## src/rtl/pv_sample_sequencer.sv

```systemverilog
// Pairs XADC voltage/current samples, decimates the pair stream and launches the
// HLS PV estimator via ap_ctrl_hs. Optional watchdog: define PV_SEQ_TIMEOUT_EN.
module pv_sample_sequencer #(
  parameter logic [4:0]  CH_V        = 5'h10,
  parameter logic [4:0]  CH_I        = 5'h18,
  parameter int unsigned DECIM       = 1,
  parameter int unsigned TIMEOUT_CYC = 1024
) (
  input  logic        ap_clk,
  input  logic        ap_rst,
  input  logic [15:0] s_tdata,
  input  logic [4:0]  s_tid,
  input  logic        s_tvalid,
  output logic        s_tready,
  output logic        est_start,
  input  logic        est_ready,
  input  logic        est_done,
  input  logic        est_idle,
  input  logic [31:0] est_return,
  output logic [15:0] est_v,
  output logic [15:0] est_i,
  output logic [31:0] result,
  output logic        result_valid,
  output logic [15:0] pair_cnt,
  output logic [15:0] drop_cnt,
  output logic        busy,
  output logic        timeout_err
);

`ifdef PV_SEQ_TIMEOUT_EN
  typedef enum logic [1:0] {S_IDLE, S_START, S_WAIT, S_ABORT} state_t;
`else
  typedef enum logic [1:0] {S_IDLE, S_START, S_WAIT} state_t;
`endif

  localparam logic [15:0] DEC_LAST = 16'(DECIM - 1);

  state_t      state, state_nxt;
  logic [15:0] v_hold, i_hold, pend_v, pend_i, dec_cnt;
  logic        v_flag, i_flag, pend_flag;
  logic        beat, beat_v, beat_i, pair_done, dec_hit, launch, finish;
  logic        orphan, pend_drop, tmo_hit;

  function automatic logic [15:0] sat_add(input logic [15:0] a, input logic [1:0] inc);
    logic [16:0] s;
    s = {1'b0, a} + {15'd0, inc};
    return s[16] ? 16'hFFFF : s[15:0];
  endfunction

  assign beat      = s_tvalid & s_tready;
  assign beat_v    = beat && (s_tid == CH_V);
  assign beat_i    = beat && (s_tid == CH_I);
  assign pair_done = v_flag & i_flag;
  assign dec_hit   = pair_done && (dec_cnt == DEC_LAST);
  assign launch    = (state == S_IDLE) && pend_flag && est_idle;
  assign finish    = ((state == S_START) && est_ready && est_done) ||
                     ((state == S_WAIT) && est_done);
  // A sample replacing one that is leaving in a completed pair is not an orphan.
  assign orphan    = ((beat_v && v_flag) || (beat_i && i_flag)) && !pair_done;
  assign pend_drop = dec_hit && pend_flag && !launch;
  assign busy      = (state != S_IDLE);

`ifdef PV_SEQ_TIMEOUT_EN
  localparam int TMO_W = $clog2(TIMEOUT_CYC + 1);
  logic [TMO_W-1:0] tmo_cnt;

  assign tmo_hit = (tmo_cnt == TMO_W'(TIMEOUT_CYC - 1));

  always_ff @(posedge ap_clk) begin
    if (ap_rst) begin
      tmo_cnt     <= '0;
      timeout_err <= 1'b0;
    end else begin
      tmo_cnt <= (state == S_START || state == S_WAIT) ? tmo_cnt + 1'b1 : '0;
      if (state_nxt == S_ABORT) timeout_err <= 1'b1;
    end
  end
`else
  assign tmo_hit     = 1'b0;
  assign timeout_err = 1'b0;
`endif

  // NOTE: every output of this block gets a default first so no latch is inferred.
  always_comb begin
    state_nxt = state;
    est_start = 1'b0;
    case (state)
      S_IDLE:  if (launch) state_nxt = S_START;
      S_START: begin
        est_start = 1'b1;
        if (finish)         state_nxt = S_IDLE;
        else if (est_ready) state_nxt = S_WAIT;
`ifdef PV_SEQ_TIMEOUT_EN
        else if (tmo_hit)   state_nxt = S_ABORT;
`endif
      end
      S_WAIT: begin
        if (finish)       state_nxt = S_IDLE;
`ifdef PV_SEQ_TIMEOUT_EN
        else if (tmo_hit) state_nxt = S_ABORT;
`endif
      end
      default: state_nxt = S_IDLE;
    endcase
  end

  // NOTE: state registers use non-blocking assignments so all updates see pre-edge values.
  always_ff @(posedge ap_clk) begin
    if (ap_rst) begin
      state        <= S_IDLE;
      s_tready     <= 1'b0;
      v_hold       <= '0;
      i_hold       <= '0;
      v_flag       <= 1'b0;
      i_flag       <= 1'b0;
      dec_cnt      <= '0;
      pend_flag    <= 1'b0;
      pend_v       <= '0;
      pend_i       <= '0;
      est_v        <= '0;
      est_i        <= '0;
      result       <= '0;
      result_valid <= 1'b0;
      pair_cnt     <= '0;
      drop_cnt     <= '0;
    end else begin
      state    <= state_nxt;
      s_tready <= 1'b1;

      if (beat_v) begin
        v_hold <= s_tdata;
        v_flag <= 1'b1;
      end else if (pair_done) begin
        v_flag <= 1'b0;
      end
      if (beat_i) begin
        i_hold <= s_tdata;
        i_flag <= 1'b1;
      end else if (pair_done) begin
        i_flag <= 1'b0;
      end

      if (pair_done) dec_cnt <= dec_hit ? 16'd0 : dec_cnt + 16'd1;

      // Single pending slot: a launch and a new pending pair in one cycle keeps the slot full.
      if (dec_hit) begin
        pend_flag <= 1'b1;
        pend_v    <= v_hold;
        pend_i    <= i_hold;
      end else if (launch) begin
        pend_flag <= 1'b0;
      end

      if (launch) begin
        est_v <= pend_v;
        est_i <= pend_i;
      end

      result_valid <= finish;
      if (finish) result <= est_return;
      pair_cnt <= sat_add(pair_cnt, {1'b0, finish});
      drop_cnt <= sat_add(drop_cnt, {1'b0, orphan} + {1'b0, pend_drop});
    end
  end

endmodule

```

## config.mk

```make
export PLATFORM = sky130hd
export DESIGN_NAME = pv_sample_sequencer
export DESIGN_NICKNAME = d
export VERILOG_FILES = /design/src/rtl/pv_sample_sequencer.sv
export SDC_FILE = /design/constraint.sdc
export NUM_CORES = 1
export LEC_CHECK = 0
export ABC_AREA = 1
export CORE_UTILIZATION = 45
export DETAILED_ROUTE_END_ITERATION = 8
export PLACE_DENSITY = 0.72
export SLEW_MARGIN = 20
export SYNTH_ARGS = -nofsm -noshare
export SYNTH_HDL_FRONTEND = slang
export SYNTH_SLANG_ARGS = --single-unit
```

## constraint.sdc

```tcl
create_clock -name ap_clk -period 3.36 [get_ports ap_clk]
set_input_delay 0.84 -clock ap_clk [delete_from_list [all_inputs] [get_ports ap_clk]]
set_output_delay 0.84 -clock ap_clk [all_outputs]
set_load 0.03 [all_outputs]
```

-- Word level (Yosys, flattened, before mapping)
Index checks and enable logic that the tools add are counted.
- flip-flop bits (word level): 183
- bits of input ports: 59
- output and inout port bits: 101
- logic and storage cells: 68
- $add $sub $neg: 4
- equal/unequal tests: 7
- muxes and demuxes: 15
- bitwise logic cells: 2
- reduce and logical (&&, ||, !) cells: 24
- operators with widths (cell ; number):
    two-way mux 16 bit ; 3
    adder 16 x 1 -> 17 bit ; 1
    adder 16 x 2 -> 17 bit ; 1
    adder 16 x 1 -> 16 bit, second input constant ; 1
    zero test 16 bit ; 1
    logical AND 1 bit ; 13
    equality test 5 bit, second input constant ; 2
    two-way mux 2 bit ; 4
    nonzero test 2 bit ; 4
    two-way mux 1 bit ; 7
    case mux 2 bit (3 select lines) ; 1
    != test 2 bit, second input constant ; 2
    != test 3 bit, second input constant ; 1
    AND reduction 3 bit ; 1
    adder 1 x 1 -> 2 bit ; 1
    bitwise AND 1 bit ; 2
    equality test 2 x 1 -> 1 bit, second input constant ; 1
    equality test 2 bit, second input constant ; 1
    zero test 1 bit ; 2
    zero test 2 bit ; 1
    logical OR 1 bit ; 2

-- Logic depth before layout (Yosys ltp)
Gate-level depths: netlist of run 1.
- word-level depth: 8
- depth in mapped cells: 17

-- Least setup slack after synthesis of run 1
OpenSTA, ideal clock, no wires.
- kind: in2reg
- start point: input port s_tvalid
- end point: register drop_cnt[11]
- library setup time: 70 ps
- data arrival time: 2967 ps
- data required time: 3290 ps
- slack: 323 ps
- cell stages on the path: 16
- cells stage by stage: nand2_1 nor3_2 nand2_1 clkbuf_1 o22ai_1 inv_1 fa_1 inv_1 ha_1 inv_1 nor2_2 nand2_2 inv_2 nand2_2 buf_6 a21oi_1
- longest elaborated chain between the ends: 8
- ends and longest elaborated chain (item ; line ; source):
    from (decl) ; 13 ; input logic s_tvalid,
    bitwise AND 1 bit (*) ; 50 ; assign beat = s_tvalid & s_tready;
    logical AND 1 bit (on tied branches) ; 51, 52 ;
    logical AND 1 bit ; 59 ; assign orphan = ((beat_v && v_flag) || (beat_i && i_flag)) && !pair_done;
    logical OR 1 bit (*) ; 59 ;
    logical AND 1 bit (*) ; 59 ;
    adder 1 x 1 -> 2 bit (*) ; 162 ; drop_cnt <= sat_add(drop_cnt, {1'b0, orphan} + {1'b0, pend_drop});
    adder 16 x 2 -> 17 bit (*) ; 46 ; s = {1'b0, a} + {15'd0, inc};
    two-way mux 16 bit (*) ; 47 ; return s[16] ? 16'hFFFF : s[15:0];
    to (signal assigned) ; 162 ;
    to (decl) ; 25 ; output logic [15:0] drop_cnt,
Mark *: on every way between the ends. The rest lies on a longest branch, timed or not.
A chain may end at the register's enable or synchronous reset.

-- Worst setup path in the final report of run 1
- start point: input port s_tid[4]
- end point: register drop_cnt[9]
- longest elaborated chain between the ends: 8
- ends and longest elaborated chain (item ; line ; source):
    from (decl) ; 12 ; input logic [4:0] s_tid,
    equality test 5 bit (on tied branches) ; 51, 52 ;
    logical AND 1 bit (on tied branches) ; 51, 52 ;
    logical AND 1 bit ; 59 ;
    logical OR 1 bit (*) ; 59 ;
    logical AND 1 bit (*) ; 59 ;
    adder 1 x 1 -> 2 bit (*) ; 162 ;
    adder 16 x 2 -> 17 bit (*) ; 46 ;
    two-way mux 16 bit (*) ; 47 ;
Marks and branches as above.

==> impl_results.md, run 1 <==
* Status: finished, final reports clean
* Worst VDD drop at roughly 350 uV
* Max-cap viol count at 0
* Final Cycle Share at between 80 and 90%
* Max Clk Rate at ~0.34 GHz
* Worst setup EP type: flip-flop
* Grt total ovfl at 0
* Pwr Density at around 470 mW/mm^2
* DP Area at about 0.009 sq mm
* Port buffer count at 158
* Diode count at 0
* Post-CTS Setup Inserts at 0
* Largest register FFs at 32
* Synth Instances at 984
* Initial Util at ~46%
* Register area share after synthesis at between 50% and 60%
* Routed Antenna Nets at 0
* Hold WC Path Type: flip-flop to flip-flop
* Final clock skew at roughly 0.014 ns
* CTS Sinks at around 180
* Die area at about 0.017 sq mm
* Critical Path AT at between 3 and 4 ns
* Internal Power at between 3 and 4 mW
* Hold Buf Count CTS at 0
* Hold Vio Cnt, Final at 0
* Synth-to-Final Area Change at 31.7%
* Hold Worst Slack at 0.479 ns
* Slew headroom at ~36%
* Die Span Y at around 130 um
* Post-DP HPWL at approximately 11,000 um
* Clk slew on worst S/H paths at 0.07 ns
* Cell class contributing the biggest share of worst-path delay: simple AND/OR/NAND/NOR gates
* Most flop-heavy register: result
* Design Area, Final at about 0.0096 sq mm
* Routed Wire Length at 16,900 um
* Worst path max stage delay at ~0.47 ns
* Yosys warns at 0
* WL per Instance at ~12 um
* Crit path launch type: primary input
* Seq cells post-synth at around 180
* Sw Ratio at roughly a fifth
* IO Pins at 160
* Cell variety after synth at 36
* Clk buf depth at 2
* Largest net degree at the start of global routing at 66
* Via/cell ratio at slightly below 5
* GRT Overall Usage at 20.5%
* Commonest non-fill, non-tap cell in the layout: nor2_1
* First-pass GRT wire length at about 27,000 um
* Layout Nets at between 1,000 and 1,500
* CTS resizes at 0
* Synthesized area per cell at roughly 7.4 sq um
* Worst skew pair latency at 0.42 ns
* TritonCTS buffer count at 17
* Core region area at ~0.016 sq mm
* Async SR Flop Fraction at 0%
* Min Tclk post-route at about 3.0 ns
* Most frequent cells in the layout: nor2_1, dfxtp_1, clkdlybuf4s50_1, o21ai_0, nand2_1
* Die X at around 130 um
* DRT Pass-1 Iters at 4
* Initial DRC count at around 400
* # rows at 46
* Initial antenna violation count at 0
* CP Class: primary input to flip-flop
* GPL Wtd Cong at between 0.8 and 0.9
* Vias in the first global route at 5,841
* Syn_nets at approximately 1,000
* Pleak at around 3.6 nW
* Register share of total power at 48.3%
* Setup tns final at 0 ns
* CP max-delay cell: clkdlybuf4s50_1
* RSZ-0062 raised after global routing: no
* WP data required at approximately 3.7 ns
* Comb pwr share at ~3.5%
* CP most frequent cell: inv_1
* Worst Tran Pin Value at around 0.96 ns
* CTS tree: yes
* Post-layout util at between 60% and 70%
* Number of synthesized flops with an enable pin at 0
* Slew Limit Fails at 0
* # DRC at 0
* Clk pwr share at between 40 and 50%
* CP Cell Sequence: clkdlybuf4s50_1 -> nor3b_1 -> nand2_1 -> o22ai_1 -> inv_1 -> fa_1 -> inv_1 -> ha_1 -> inv_1 -> nor2_2 -> nand2_2 -> inv_2 -> nand2_2 -> nand3_1 -> nand2_1 -> inv_1
* Final Setup Violations at 0
* Via count at approximately 6,600
* Fraction of layout instances using a drive strength above 1 at about 5.5%
* Mapped Area at around 0.0073 sq mm
* Root buffer cell: clkbuf_16
* Htree depth at 4
* Most common flop cell mapped by yosys: dfxtp_1
* Psw at roughly 0.95 mW
* Max Fanout on Critical Path at 14
* Buffers & Inverters on Critical Path at 6
path summary, 6_finish.rpt:
kind	start	end	slack (ns)	cells after the start
worst max-delay path	s_tid[4]	drop_cnt[9]	0.41	16
worst min-delay path	i_hold[8]	i_hold[8]	0.48	2
worst max register to register	dec_cnt[0]	drop_cnt[9]	0.80	16
worst min register to register	i_hold[8]	i_hold[8]	0.48	2
synthesized netlist by cell type, types with 2 or more instances:
cell / n / area (sq um)
nor2_1: 317 / 1190
dfxtp_1: 183 / 3660
o21ai_0: 130 / 651
nand2_1: 102 / 383
inv_1: 63 / 236
nand3_1: 37 / 185
a21oi_1: 28 / 140
clkbuf_1: 21 / 78.8
nand4_1: 14 / 87.6
xor2_1: 12 / 105
buf_6: 10 / 113
o21ai_1: 8 / 40.0
buf_2: 7 / 35.0
buf_4: 6 / 45.0
inv_2: 6 / 22.5
xnor2_1: 6 / 52.6
ha_1: 5 / 62.6
nor2_2: 4 / 25.0
nor3_1: 4 / 20.0
nand2_2: 3 / 18.8
nor3b_1: 2 / 15.0
or2_2: 2 / 12.5
per-stage QoR:
step / setup slack [ns] / cells / total power [mW]
after global placement: 0.0421 / 1324 / 2.38
after floorplan: 0.323 / 984 / 2.29
after CTS: 0.428 / 1356 / 4.55
after detailed placement: -0.00256 / 1324 / 2.38
final: 0.405 / 1356 / 4.50
after global routing: 0.0870 / 1356 / 4.66
routing by layer:
metal	track usage, %	vias to the layer above	wire length, um
met1	26.7	3000	7820
met5	0	-	0
met2	33.5	159	7870
li1	-	3422	-
met3	5.12	10	1050
met4	6.43	0	127
tightest hold or removal path: stages (launching register included):
cell,delay (ns)
dfxtp_1,0.32
nor2_1,0.04
nor2_1,0.08
power groups by stage:
stage                     logic, mW  registers, mW  clock network [mW]
after global placement        0.159           2.22                   0
after detailed placement      0.158           2.22                   0
after CTS                     0.160           2.17                2.21
after floorplan              0.0668           2.22                   0
after global routing          0.175           2.17                2.31
final                         0.159           2.17                2.17
layout make-up:
type	count	area [sq um]
fillers	1435	6260
repair buffers	168	1670
well taps	216	270
flip-flops and latches	183	3660
clock buffers	19	443
inverters	71	272
multi-input cells	686	3110
clock inverters	13	203
cells by family after synthesis:
| family | synth area share, % |
|---|---|
| other cells | 0.0513 |
| simple gates | 27.4 |
| compound gates | 11.7 |
| buf+inv | 7.41 |
| fa+ha+maj | 1.13 |
| xor+xnor | 2.16 |
| flops | 50.1 |
Note: power is estimated with default switching activity, not from simulation.
==> inputs of run 2 (changes only) <==
--- a/config.mk
+++ b/config.mk
@@ -6,6 +6,7 @@
 export NUM_CORES = 1
 export LEC_CHECK = 0
 export ABC_AREA = 1
+export ABC_CLOCK_PERIOD_IN_PS = 3360
 export CORE_UTILIZATION = 45
 export DETAILED_ROUTE_END_ITERATION = 8
 export PLACE_DENSITY = 0.72
==> results of run 2 <==
Same layout as run 1: the final DEF is identical, and so are final timing and power.
==> inputs of run 3 (changes only) <==
--- a/config.mk
+++ b/config.mk
@@ -6,9 +6,10 @@
 export NUM_CORES = 1
 export LEC_CHECK = 0
 export ABC_AREA = 1
-export ABC_CLOCK_PERIOD_IN_PS = 3360
+export ABC_CLOCK_PERIOD_IN_PS = 3600
 export CORE_UTILIZATION = 45
 export DETAILED_ROUTE_END_ITERATION = 8
+export MAX_ROUTING_LAYER = met4
 export PLACE_DENSITY = 0.72
 export SLEW_MARGIN = 20
 export SYNTH_ARGS = -nofsm -noshare
==> constraint.sdc (replaced) <==
create_clock -name ap_clk -period 3.6 [get_ports ap_clk]
set_input_delay 0.9 -clock ap_clk [delete_from_list [all_inputs] [get_ports ap_clk]]
set_output_delay 0.9 -clock ap_clk [all_outputs]
set_load 0.03 [all_outputs]
==> run 3 against run 2 <==
Effect of this change: clock-buffer cell count unchanged; sequential share of layout area up 0.23 points; non-clock buffer count shrank 2; design area fell by 0.60%; sequential cell count unchanged; core utilization decreased by 0.36 points; combinational power shrank 8%; global-route usage grew 0.57 points; critical path depth unchanged; critical path type unchanged; largest power group unchanged; highest routed layer unchanged.
==> impl_results.md, run 3 (synthesized netlist as in run 1, its figures left out) <==
* Status: finished, final reports clean
* WP data required at 3.97 ns (+0.24 ns)
* Met2 wire length at 7400 um (-6.0%)
* Register share of total power at 50.2% (+1.9 points)
* Initial DRC count at 399 (-1.2%)
* Fraction of layout instances using a drive strength above 1 at 5.45% (-0.078 points)
* Commonest non-fill, non-tap cell in the layout: nor2_1
* Critical Path AT at 3.39 ns (+0.06 ns)
* Worst Tran Pin Value at 0.969 ns (+0.0121 ns)
* WL per Instance at 12.4 um (-0.48%)
* GRT Overall Usage at 21.1% (+0.57 points)
* Min Tclk post-route at slightly above 3 ns
* TritonCTS buffer count at 17 (unchanged)
* Most flop-heavy register: result
* Post-layout util at 60.2% (-0.36 points)
* Max-cap viol count at 0 (unchanged)
* DR top layer: met4
* Hold Vio Cnt, Final at 0 (unchanged)
* Root buffer cell: clkbuf_16
* Max Clk Rate at 0.331 GHz
* Vias in the first global route at 5,835 (-0.10%)
* Slew Limit Fails at 0 (unchanged)
* # rows at 46 (unchanged)
* Psw at 0.912 mW (-4.1%)
* Final Cycle Share at roughly 84%
* Die X at 129 um (unchanged)
* CP max-delay cell: clkdlybuf4s50_1
* Layout Nets at 1,190 (-0.17%)
* Worst setup EP type: flip-flop
* Die Span Y at 129 um (unchanged)
* CP Class: primary input to flip-flop
* CTS tree: yes
* RSZ-0062 raised after global routing: no
* Crit path launch type: primary input
* IO Pins at 160 (unchanged)
* Diode count at 0 (unchanged)
* Clk pwr share at 46.2% (-2.0 points)
* Pwr Density at 422 mW/mm^2 (-9.7%)
* Post-DP HPWL at 11,200 um (-1.6%)
* Initial antenna violation count at 0 (unchanged)
* CTS Sinks at 183 (unchanged)
* Largest register FFs at 32 (unchanged)
* Slew headroom at 35.3% (-0.81 points)
* GPL Wtd Cong at 0.890 (+2.6%)
* DRT Pass-1 Iters at 4 (unchanged)
* Routed Wire Length at 16,800 um (-0.62%)
* CTS resizes at 0 (unchanged)
* WL met3 at 1080 um (+2.8%)
* Final Setup Violations at 0 (unchanged)
* Hold Buf Count CTS at 0 (unchanged)
* Most frequent cells in the layout: nor2_1, dfxtp_1, clkdlybuf4s50_1, o21ai_0, nand2_1
* Grt total ovfl at 0 (unchanged)
* # DRC at 0 (unchanged)
* Worst path max stage delay at 0.47 ns (about the same)
* Via count at 6,606 (+0.23%)
* Routed Antenna Nets at 0 (unchanged)
* Cell class contributing the biggest share of worst-path delay: simple AND/OR/NAND/NOR gates
* Pleak at 3.62 nW (-0.64%)
* Comb pwr share at 3.6% (about the same)
* Worst VDD drop at 330 uV (-4.7%)
* First-pass GRT wire length at 27,200 um (-0.38%)
* Worst skew pair latency at 0.42 ns (about the same)
* Reg-to-reg slack, setup at 1.03 ns (+0.23 ns)
* Clk slew on worst S/H paths at 0.07 ns (about the same)
* Internal Power at 3.13 mW (-12%)
* Metal1 wirelength at 7960 um (+1.8%)
* Synth-to-Final Area Change at 30.9%
* Final clock skew at 0.00863 ns (-0.00547 ns)
* Die area at 0.0168 sq mm (unchanged)
* Initial Util at 46.0% (unchanged)
* Post-CTS Setup Inserts at 0 (unchanged)
* Via/cell ratio at 4.88 (+0.38%)
* Hold WC Path Type: flip-flop to flip-flop
* Max Fanout on Critical Path at 14 (unchanged)
* Sw Ratio at 22.6% (+1.4 points)
* CP Cell Sequence: clkdlybuf4s50_1 -> nor3b_1 -> nand2_1 -> o22ai_1 -> inv_1 -> fa_1 -> inv_1 -> ha_1 -> inv_1 -> nor2_2 -> nand2_2 -> inv_2 -> nand2_2 -> nand3_1 -> nand2_1 -> inv_1
* Core region area at 0.0159 sq mm (unchanged)
* Largest net degree at the start of global routing at 136 (+110%)
* Clk buf depth at 2 (unchanged)
* Port buffer count at 158 (unchanged)
* Buffers & Inverters on Critical Path at 6 (unchanged)
* CP most frequent cell: inv_1
* Htree depth at 4 (unchanged)
* Setup tns final at 0 ns (unchanged)
## run 3: cell count changes in the layout (fill, tap and decap cells not counted), sizes merged
cell      before  now
inv           77   76
buf           10    8
clkinvlp       1    0
bufinv         4    1
clkinv         2    7
## run 3: layer usage
metal	GRT usage (%)	vias to the layer above
met4	9.30	0
li1	-	3415
met3	4.91	22
met1	26.6	2975
met2	32.1	194
met5	-	-
## run 3: path summary, 6_finish.rpt
kind | endpoint | depth (start not counted) | from
worst max-delay path | drop_cnt[9] | 16 | s_tid[4]
worst min-delay path | pend_v[4] | 2 | pend_v[4]
worst max register to register | drop_cnt[9] | 16 | dec_cnt[0]
worst min register to register | pend_v[4] | 2 | pend_v[4]
## run 3: power groups by stage
stage / clock network, mW / registers (mW) / logic, mW
after floorplan: 0 / 2.08 / 0.0624
after global placement: 0 / 2.07 / 0.147
after detailed placement: 0 / 2.07 / 0.146
after CTS: 1.90 / 2.03 / 0.147
after global routing: 1.99 / 2.03 / 0.161
final: 1.87 / 2.03 / 0.146
## run 3: tightest hold or removal path, stage by stage (launching register included)
cell and delay [ns]:
dfxtp_1 0.32, nor2_1 0.04, nor2_1 0.08
## run 3: area by class of cell
class / instances / area, sq um
fill: 1459 / 6320
tap: 216 / 270
inverter: 71 / 272
multi-input combinational: 686 / 3110
clock inverter: 13 / 150
sequential: 183 / 3660
clock buffer: 19 / 453
timing repair buffer: 166 / 1650
## run 3: stage by stage
step           std cells  total power [mW]  instance area, sq um  setup WS, ns  hold slack, ns
2_1_floorplan        984              2.14                  7310         0.503           0.449
3_3_place_gp        1322              2.22                  8970         0.213           0.456
3_5_place_dp        1322              2.22                  8970         0.164           0.466
4_1_cts             1354              4.08                  9570         0.599           0.482
5_1_grt             1354              4.18                  9570         0.292           0.504
6_report            1354              4.04                  9570         0.582           0.477
